`src/rtl/multi_ch_clk_div.sv`:
```
// ---------------------------------------------------------------------------
// multi_ch_clk_div
//   N_CH-channel programmable clock divider. Every channel counts clk_in
//   cycles from 0 to its active period and drives a registered divided clock
//   plus a one-cycle wrap tick. New period/duty values are written through a
//   shared config bus into a per-channel pending register. They only take
//   effect at a period boundary or while the channel is idle, so an output
//   never sees a truncated or stretched phase. A global sync_start restarts
//   all channels in phase.
//
// Ports
//   rst_n        in   1      asynchronous active-low reset
//   clk_in       in   1      clock, rising edge
//   cfg_we       in   1      config write strobe (one cycle)
//   cfg_ch       in   CH_W   target channel; indices >= N_CH are ignored
//   cfg_period   in   CNT_W  new period (divide ratio = period+1)
//   cfg_duty     in   CNT_W  new duty threshold (low for duty+1 cycles)
//   ch_en        in   N_CH   per-channel run enable (level)
//   sync_start   in   1      one-cycle global phase-align strobe
//   clk_out      out  N_CH   divided clocks, registered
//   tick         out  N_CH   one-cycle pulse at each wrap, registered
//   cfg_pending  out  N_CH   a written config is waiting to be applied
// ---------------------------------------------------------------------------
module multi_ch_clk_div #(
  parameter int CNT_W      = 26,
  parameter int N_CH       = 4,
  parameter int CH_W       = 2,
  parameter int DEF_PERIOD = 5,
  parameter int DEF_DUTY   = 2
) (
  input  logic              rst_n,
  input  logic              clk_in,
  input  logic              cfg_we,
  input  logic [CH_W-1:0]   cfg_ch,
  input  logic [CNT_W-1:0]  cfg_period,
  input  logic [CNT_W-1:0]  cfg_duty,
  input  logic [N_CH-1:0]   ch_en,
  input  logic              sync_start,
  output logic [N_CH-1:0]   clk_out,
  output logic [N_CH-1:0]   tick,
  output logic [N_CH-1:0]   cfg_pending
);

  generate
    for (genvar gi = 0; gi < N_CH; gi++) begin : g_ch
      logic [CNT_W-1:0] r_cnt;
      logic [CNT_W-1:0] r_act_period;
      logic [CNT_W-1:0] r_act_duty;
      logic [CNT_W-1:0] r_pend_period;
      logic [CNT_W-1:0] r_pend_duty;
      logic             r_pend;
      logic             r_running;
      logic             r_clk;
      logic             r_tick;

      logic             w_wr;
      logic             w_wrap;
      logic             w_apply;
      logic [CNT_W-1:0] w_new_period;
      logic [CNT_W-1:0] w_new_duty;

      assign w_wr   = cfg_we && (cfg_ch == CH_W'(gi));
      // Compared against the config active this cycle; a same-cycle apply
      // only affects the following period.
      assign w_wrap = (r_cnt >= r_act_period);
      // Safe points to swap configs: period boundary, idle, or phase realign.
      assign w_apply = sync_start || !r_running || w_wrap;

      // A write landing on an apply cycle bypasses the pending register.
      assign w_new_period = w_wr ? cfg_period : r_pend_period;
      assign w_new_duty   = w_wr ? cfg_duty   : r_pend_duty;

      always_ff @(posedge clk_in or negedge rst_n) begin
        if (!rst_n) begin
          r_cnt         <= '0;
          r_act_period  <= CNT_W'(DEF_PERIOD);
          r_act_duty    <= CNT_W'(DEF_DUTY);
          r_pend_period <= '0;
          r_pend_duty   <= '0;
          r_pend        <= 1'b0;
          r_running     <= 1'b0;
          r_clk         <= 1'b0;
          r_tick        <= 1'b0;
        end else begin
          if (w_wr) begin
            r_pend_period <= cfg_period;
            r_pend_duty   <= cfg_duty;
          end

          if (w_apply) begin
            if (w_wr || r_pend) begin
              r_act_period <= w_new_period;
              r_act_duty   <= w_new_duty;
            end
            r_pend <= 1'b0;
          end else if (w_wr) begin
            r_pend <= 1'b1;
          end

          if (sync_start || !r_running) begin
            // Idle or realign: counter parked at 0, first increment next cycle.
            r_cnt     <= '0;
            r_clk     <= 1'b0;
            r_tick    <= 1'b0;
            r_running <= ch_en[gi];
          end else begin
            r_cnt  <= w_wrap ? '0 : r_cnt + CNT_W'(1);
            r_clk  <= (r_cnt > r_act_duty);
            r_tick <= w_wrap;
            // Disable only takes hold at a boundary so the period completes.
            if (w_wrap && !ch_en[gi]) begin
              r_running <= 1'b0;
            end
          end
        end
      end

      assign clk_out[gi]     = r_clk;
      assign tick[gi]        = r_tick;
      assign cfg_pending[gi] = r_pend;
    end
  endgenerate

endmodule

```
`config.mk`:
```
export PLATFORM = sky130hd
export DESIGN_NAME = multi_ch_clk_div
export DESIGN_NICKNAME = d
export VERILOG_FILES = /design/src/rtl/multi_ch_clk_div.sv
export SDC_FILE = /design/constraint.sdc
export NUM_CORES = 1
export LEC_CHECK = 0
export CORE_ASPECT_RATIO = 0.6
export CORE_MARGIN = 2
export CORE_UTILIZATION = 63
export DETAILED_ROUTE_END_ITERATION = 10
export PLACE_DENSITY = 0.9
export REMOVE_ABC_BUFFERS = 1
export SLEW_MARGIN = 5
export SYNTH_ARGS = -nofsm -noshare
export SYNTH_HDL_FRONTEND = slang
export SYNTH_SLANG_ARGS = --single-unit
```
`constraint.sdc`:
```
create_clock -name clk_in -period 5.1 [get_ports clk_in]
set_input_delay 0.765 -clock clk_in [delete_from_list [all_inputs] [get_ports clk_in]]
set_output_delay 0.765 -clock clk_in [all_outputs]
set_load 0.005 [all_outputs]
```
==> flow_metrics.tcl, run 1 <==
set metrics [dict create \
    run_status "finished clean" \
    nets 2484 \
    synthesis.instances 2136 \
    cpLargestDelayFamily "compound AO/OA/AOI/OAI gates" \
    critical_path_cell_count 10 \
    post-route-min-period_ns 3.700 \
    floorplan.rows 57 \
    r2r_cells 10 \
    setup.worst_path.start "g_ch[0].r_cnt[0]$_DFF_PN0_" \
    vias_in_the_first_global_route 17676 \
    crit_path_cell_trace "inv_1 > ha_1 > nand2b_4 > a211oi_2 > nor3_1 > o41a_1 > or4b_4 > o21ai_4 > buf_4 > mux2_4" \
    drtAntennaViolNets 0 \
    hold_ws_ns 0.1836 \
    power_frac_comb_pct 22.1 \
    design.die.area_um2 43300 \
    critical_path.reg2reg.endpoint "g_ch[0].r_act_duty[19]$_DFFE_PN0P_" \
    die_w_um 267.3 \
    clock_tree.root_cell "sky130_fd_sc_hd__clkbuf_16" \
    crit_path_top_delay_cell "sky130_fd_sc_hd__or4b_4" \
    final_hold_viol_count 0 \
    grt_antenna_before_repair 16 \
    h-tree-depth 2 \
    placedCellCount 2720 \
    data_required_time_of_the_critical_path_ns 5.56 \
    place.detailed.hpwl_um 43800 \
    route.detailed.wl_per_inst_um 21.81 \
    slew_headroom_pct 22.80 \
    total_congestion_overflow_after_global_routing 0 \
    critPathBufInv 2 \
    cts_made_buffers 48 \
    layoutNonFillerInstCount 2809 \
    setup.worst_path.end_class "register" \
    finalWeightedCongestion 0.9062 \
    achievable-frequency_mhz 270.2 \
    power_report.internal_total_uw 8860 \
    swShare_pct 28.43 \
    post-route-drc-count 0 \
    synth-main-ff-cell "sky130_fd_sc_hd__dfrtp_1" \
    finalSetupViolations 0 \
    via_per_inst 5.938 \
    post_route_cells_drive_above_1_share_pct 23.75 \
    relative_contribution_of_the_clock_network_to_total_power_pct 31.4 \
    design.core.area_um2 40720 \
    timing.hold.worst.class "in -> async" \
    mappedNetlistArea_um2 26210 \
    timing.max_cap.violations 0 \
    slew_viol_final 0 \
    final.period_utilization_pct 72.55 \
    groute.usage.overall_pct 29.49 \
    post_synth.cell_area_avg_um2 12.27 \
    synth_enable_flop_cells 0 \
    leakage_uw 0.01395 \
    initial_util_pct 64.36 \
    wirelength_um 61270 \
    synth-seq-cells 536 \
    cts_post_setup_buffers_inserted 0 \
    insertion_delay_ns 0.58 \
    die-height_um 162.0 \
    drt_pre_antenna_iters 7 \
    timing.critical_path.fanout_max 29 \
    rsz0062_at_grt "no" \
    ys_async_sr_fraction_pct 100.0 \
    synthDistinctLibCells 54 \
    cts_hold_buf 0 \
    total_power_uw 12380 \
    cpPeakStageDelay_ns 0.73 \
    power_switching_uw 3519 \
    worst_clock_skew_ns 0.02193 \
    floorplan.io_pins 74 \
    flow.area_growth_from_synthesis_pct 11.04 \
    numPortBuffers 73 \
    clock_sink_count 536 \
    drtIter0Drc 1482 \
    maximum_number_of_pins_on_one_net_before_global_route_repair 122 \
    critPathArrivalTime_ns 4.16 \
    power.sequential.fraction_pct 46.5 \
    crit_end "g_ch[0].r_act_duty[19]$_DFFE_PN0P_" \
    synth_seq_area_share_pct 51.23 \
    power.density_cell_area_nw_per_um2 425.4 \
    critical_path.reg2reg.startpoint "g_ch[0].r_cnt[0]$_DFF_PN0_" \
    synthesis.yosys.warnings 0 \
    cts_tree "done" \
    worst-slew-pin-transition_ns 1.155 \
    clk_transition_reported_paths_ns 0.07 \
    worstSetupPathType "reg -> reg" \
    ctsLongestPathBuffers 3 \
    cp-start-kind "register" \
    grt_pass1_wl_um 98530 \
    num_vias 16680 \
    fillers 2627 \
    setup_total_negative_slack_ns 0 \
    worst_ir_drop_vdd_mv 0.2826 \
    cts_repair_resize_count 0 \
    r2r_setup_slack_ns 1.40 \
]
cell families (layout without fill, tap and decap cells):
logic type / count (synthesis) / in the layout / synth area share [%]
buffers and inverters: 277 / 389 / 4.650
XOR/XNOR: 96 / 96 / 3.208
multiplexers: 416 / 416 / 18.59
AO/OA/AOI/OAI: 173 / 173 / 4.235
flip-flops: 536 / 536 / 51.23
adder cells (fa/ha/maj): 212 / 212 / 10.12
other: 0 / 1 / 0
AND/OR/NAND/NOR: 426 / 426 / 7.963
flip-flops by register name (all words and copies together), names as in the netlist:
signal,count
g_ch.r_act_period,104
g_ch.r_pend_duty,104
g_ch.r_tick,4
g_ch.r_running,4
g_ch.r_pend,4
g_ch.r_cnt,104
g_ch.r_clk,4
g_ch.r_act_duty,104
g_ch.r_pend_period,104
cell type report:
type | count | area (um^2) | share of cell area (%)
antenna | 1 | 2.502 | 0.008599
inverter | 213 | 799.5 | 2.747
sequential | 536 | 13430 | 46.14
clock buffer | 62 | 1334 | 4.583
tap | 560 | 700.7 | 2.408
clock inverter | 26 | 344.1 | 1.182
multi-input combinational | 1323 | 11590 | 39.84
timing repair buffer | 88 | 898.4 | 3.087
routing by layer:
layer	track usage, %	vias up	wire, um
met2	44.40	552	26770
met5	0	-	27
met1	43.22	8482	27710
met4	8.146	4	1421
met3	6.837	127	5341
li1	-	7515	-
cell usage after synthesis, types with 3 or more instances:
cell	n	area (um^2)
sky130_fd_sc_hd__nand3_1	58	290.3
sky130_fd_sc_hd__nor4_1	5	31.28
sky130_fd_sc_hd__buf_4	12	90.09
sky130_fd_sc_hd__mux2_2	361	4065
sky130_fd_sc_hd__a41oi_1	3	26.28
sky130_fd_sc_hd__buf_6	5	56.30
sky130_fd_sc_hd__nor2_1	149	559.3
sky130_fd_sc_hd__xor2_1	64	560.5
sky130_fd_sc_hd__nand2_1	59	221.5
sky130_fd_sc_hd__or2_2	3	18.77
sky130_fd_sc_hd__a21oi_1	65	325.3
sky130_fd_sc_hd__dfrtp_1	524	13110
sky130_fd_sc_hd__mux2_4	50	750.7
sky130_fd_sc_hd__clkbuf_1	30	112.6
sky130_fd_sc_hd__nand4_1	46	287.8
sky130_fd_sc_hd__and4_1	9	78.83
sky130_fd_sc_hd__inv_1	213	799.5
sky130_fd_sc_hd__o21ai_0	29	145.1
sky130_fd_sc_hd__ha_1	212	2653
sky130_fd_sc_hd__nor3_1	23	115.1
sky130_fd_sc_hd__o31ai_1	3	22.52
sky130_fd_sc_hd__nor2b_1	15	93.84
sky130_fd_sc_hd__mux2_1	5	56.30
sky130_fd_sc_hd__xnor2_1	32	280.3
sky130_fd_sc_hd__buf_2	12	60.06
sky130_fd_sc_hd__o211ai_1	3	22.52
sky130_fd_sc_hd__buf_12	5	100.1
sky130_fd_sc_hd__dfstp_2	12	315.3
sky130_fd_sc_hd__a21o_1	38	285.3
sky130_fd_sc_hd__and3_1	31	193.9
sky130_fd_sc_hd__nand2b_1	18	112.6
sky130_fd_sc_hd__a211oi_1	11	82.58
layout by cell type, fill, tap and decap left out, drive strengths merged, types with 7 or more instances in the layout:
cell           instances
bufinv                 7
xnor2                 32
nand2                 59
a211oi                12
a21o                  38
nor2b                 15
and3                  31
clkdlybuf4s50         72
nor2                 149
nand2b                19
and4                   9
ha                   212
clkinv                13
dfstp                 12
a21oi                 66
mux2                 416
dfrtp                524
xor2                  64
o21ai                 30
clkbuf                62
nor3                  23
inv                  214
nand4                 46
buf                   16
nand3                 58
power groups by stage:
stage | Combinational (uW) | Clock, uW | Sequential [uW]
after detailed placement | 2700 | 0 | 5810
after global placement | 2520 | 0 | 5740
after global routing | 3040 | 4120 | 5870
final | 2740 | 3890 | 5760
after floorplan | 1990 | 0 | 5620
after CTS | 2740 | 3930 | 5760
how the worst min path moves through the flow:
stage	start	end	slack, ns	depth (start not counted)
floorplan	g_ch[2].r_cnt[0]$_DFF_PN0_	g_ch[2].r_cnt[0]$_DFF_PN0_	0.45	1
global placement	g_ch[2].r_cnt[0]$_DFF_PN0_	g_ch[2].r_cnt[0]$_DFF_PN0_	0.47	1
detailed placement	g_ch[1].r_pend_period[21]$_DFF_PN0_	g_ch[1].r_pend_period[21]$_DFF_PN0_	0.48	1
CTS	rst_n	g_ch[0].r_act_duty[2]$_DFFE_PN0P_	0.24	1
global route	rst_n	g_ch[0].r_pend_duty[2]$_DFF_PN0_	0.24	1
finish	rst_n	g_ch[0].r_pend_duty[2]$_DFF_PN0_	0.18	1
stage by stage:
stage | cell area (um^2) | util, % | worst slack, ns
after floorplan | 25790 | - | -2.075
after global placement | 27420 | 67.34 | 1.418
after detailed placement | 27420 | 67.34 | 1.329
after CTS | 29100 | 71.46 | 1.416
after global routing | 29100 | 71.46 | 1.237
final | 29100 | 71.46 | 1.400
(Power assumes the default switching activity.)
==> run 2: changes to the inputs <==
Settings changed: CORE_UTILIZATION 63 to 56, PLACE_DENSITY 0.9 to 0.85.
Clock period 5.1 ns to 3.34 ns, I/O delays scaled along.
==> flow_metrics.tcl, run 2 (same netlist as run 1, synthesis figures left out) <==
set metrics [dict create \
    run_status "finished clean" \
    h-tree-depth 2 \
    finalSetupViolations 0 \
    cts_post_setup_buffers_inserted 0 \
    via_per_inst 5.760 \
    post_route_cells_drive_above_1_share_pct 24.38 \
    setup.worst_path.end_class "register" \
    drtIter0Drc 1292 \
    timing.hold.worst.class "reg -> reg" \
    finalWeightedCongestion 0.9122 \
    nets 2504 \
    cts_hold_buf 1 \
    design.core.area_um2 46250 \
    design.die.area_um2 48610 \
    wirelength_um 61400 \
    layout.area.seq_um2 13430 \
    power.density_cell_area_nw_per_um2 656.8 \
    rsz0062_at_grt "no" \
    groute.usage.overall_pct 25.93 \
    mostFrequentLayoutCell "sky130_fd_sc_hd__dfrtp_1" \
    total_congestion_overflow_after_global_routing 0 \
    initial_util_pct 56.67 \
    crit_path_cell_trace "ha_1 > nand4_1 > nor4_1 > inv_1 > a2111o_1 > a31o_2 > a21oi_4 > buf_4 > mux2_2" \
    highest_count_cells_in_the_layout_ignoring_fill_and_taps "sky130_fd_sc_hd__dfrtp_1 (524), sky130_fd_sc_hd__mux2_2 (361), sky130_fd_sc_hd__inv_1 (213), sky130_fd_sc_hd__ha_1 (212), sky130_fd_sc_hd__nor2_1 (149)" \
    critPathArrivalTime_ns 3.60 \
    cp-start-kind "register" \
    slew_viol_final 0 \
    ctsLongestPathBuffers 3 \
    insertion_delay_ns 0.59 \
    multi_input_comb_area_um2 11590 \
    worstSetupPathType "reg -> reg" \
    achievable-frequency_mhz 317.5 \
    data_required_time_of_the_critical_path_ns 3.79 \
    post-route-drc-count 0 \
    drt_pre_antenna_iters 5 \
    placedCellCount 2808 \
    clk_transition_reported_paths_ns 0.07 \
    clock_sink_count 536 \
    worst-slew-pin-transition_ns 0.7585 \
    cts_made_buffers 49 \
    crit_path_top_delay_cell "sky130_fd_sc_hd__nor4_1" \
    place.detailed.hpwl_um 44170 \
    r2r_cells 9 \
    timing.max_cap.violations 0 \
    drtAntennaViolNets 0 \
    grt_antenna_before_repair 12 \
    clock_tree.root_cell "sky130_fd_sc_hd__clkbuf_16" \
    route.detailed.wl_per_inst_um 21.16 \
    flow.area_growth_from_synthesis_pct 12.92 \
    leakage_uw 0.01415 \
    cts_repair_resize_count 0 \
    numPortBuffers 73 \
    post-route-min-period_ns 3.149 \
    die-height_um 171.6 \
    worst_ir_drop_vdd_mv 0.4716 \
    total_power_uw 19440 \
    cpPeakStageDelay_ns 0.45 \
    timing.critical_path.fanout_max 20 \
    maximum_number_of_pins_on_one_net_before_global_route_repair 89 \
    whs_path_depth 1 \
    layoutNonFillerInstCount 2901 \
    floorplan.rows 61 \
    final_hold_viol_count 0 \
    num_vias 16710 \
    slew_headroom_pct 49.43 \
    die_w_um 283.3 \
    fillers 3375 \
    cts_tree "done" \
    floorplan.io_pins 74 \
    final.period_utilization_pct 94.29 \
    grt_pass1_wl_um 98170 \
    vias_in_the_first_global_route 17731 \
    worst_clock_skew_ns 0.02056 \
]
[run 2: cell types whose count changed in the layout (fill, tap and decap cells not counted), sizes merged]
cell / previous run / this run
buf: 16 / 34
clkinvlp: 5 / 3
dlygate4sd3: 0 / 1
diode: 1 / 3
inv: 214 / 215
clkinv: 13 / 9
clkbuf: 62 / 63
bufinv: 7 / 12
[run 2: where the power goes]
group          total (uW)  switching [uW]  leakage [uW]  internal [uW]
logic                4240            2090       0.00666           2140
clock network        6400            2560      0.000893           3840
registers            8790             759       0.00660           8030
[run 2: worst paths after layout]
| kind | start | end | slack, ns |
|---|---|---|---|
| worst max-delay path | g_ch[3].r_cnt[23]$_DFF_PN0_ | g_ch[3].r_act_period[8]$_DFFE_PN0P_ | 0.19 |
| worst min-delay path | g_ch[1].r_pend_period[18]$_DFF_PN0_ | g_ch[1].r_pend_period[18]$_DFF_PN0_ | 0.49 |
| worst max register to register | g_ch[3].r_cnt[23]$_DFF_PN0_ | g_ch[3].r_act_period[8]$_DFFE_PN0P_ | 0.19 |
| worst min register to register | g_ch[1].r_pend_period[18]$_DFF_PN0_ | g_ch[1].r_pend_period[18]$_DFF_PN0_ | 0.49 |
| max in group asynchronous | rst_n | g_ch[2].r_clk$_DFF_PN0_ | 1.86 |
| min in group asynchronous | rst_n | g_ch[0].r_cnt[1]$_DFF_PN0_ | 0.52 |
[run 2: per-layer routing]
layer / GRT usage [%] / share of wire (%)
met1: 37.56 / 46
met2: 40.46 / 44
met3: 4.841 / 7.7
met4: 6.855 / 2.4
met5: 0 / 0
[run 2: area by class of cell]
type | count | share of cell area, %
inverter | 213 | 2.702
clock inverter | 26 | 1.564
clock buffer | 63 | 4.629
tap | 630 | 2.664
timing repair buffer | 107 | 3.864
antenna | 3 | 0.02537
multi-input combinational | 1323 | 39.18
sequential | 536 | 45.37
[run 2: through the flow]
stage               hold WS, ns  worst slack (ns)  util [%]  setup TNS [ns]  area [um^2]
floorplan                0.2054            -3.571         -         -504.11        25790
global placement         0.4734            0.2222     59.98               0        27740
detailed placement       0.4779            0.2467     59.98               0        27740
CTS                      0.4687            0.2096     63.97               0        29590
global route             0.4716            0.1067     63.97               0        29590
finish                   0.4934            0.1906     63.99               0        29590
[run 2: critical path, delay by kind of cell, from the launching register on]
family	cells	cell delay (ns)
muxes	1	0.39
buffers and inverters	2	0.44
AOI/OAI and AO/OA	3	0.81
and+or+nand+nor	2	0.62
DFF	1	0.42
adders and majority gates	1	0.34
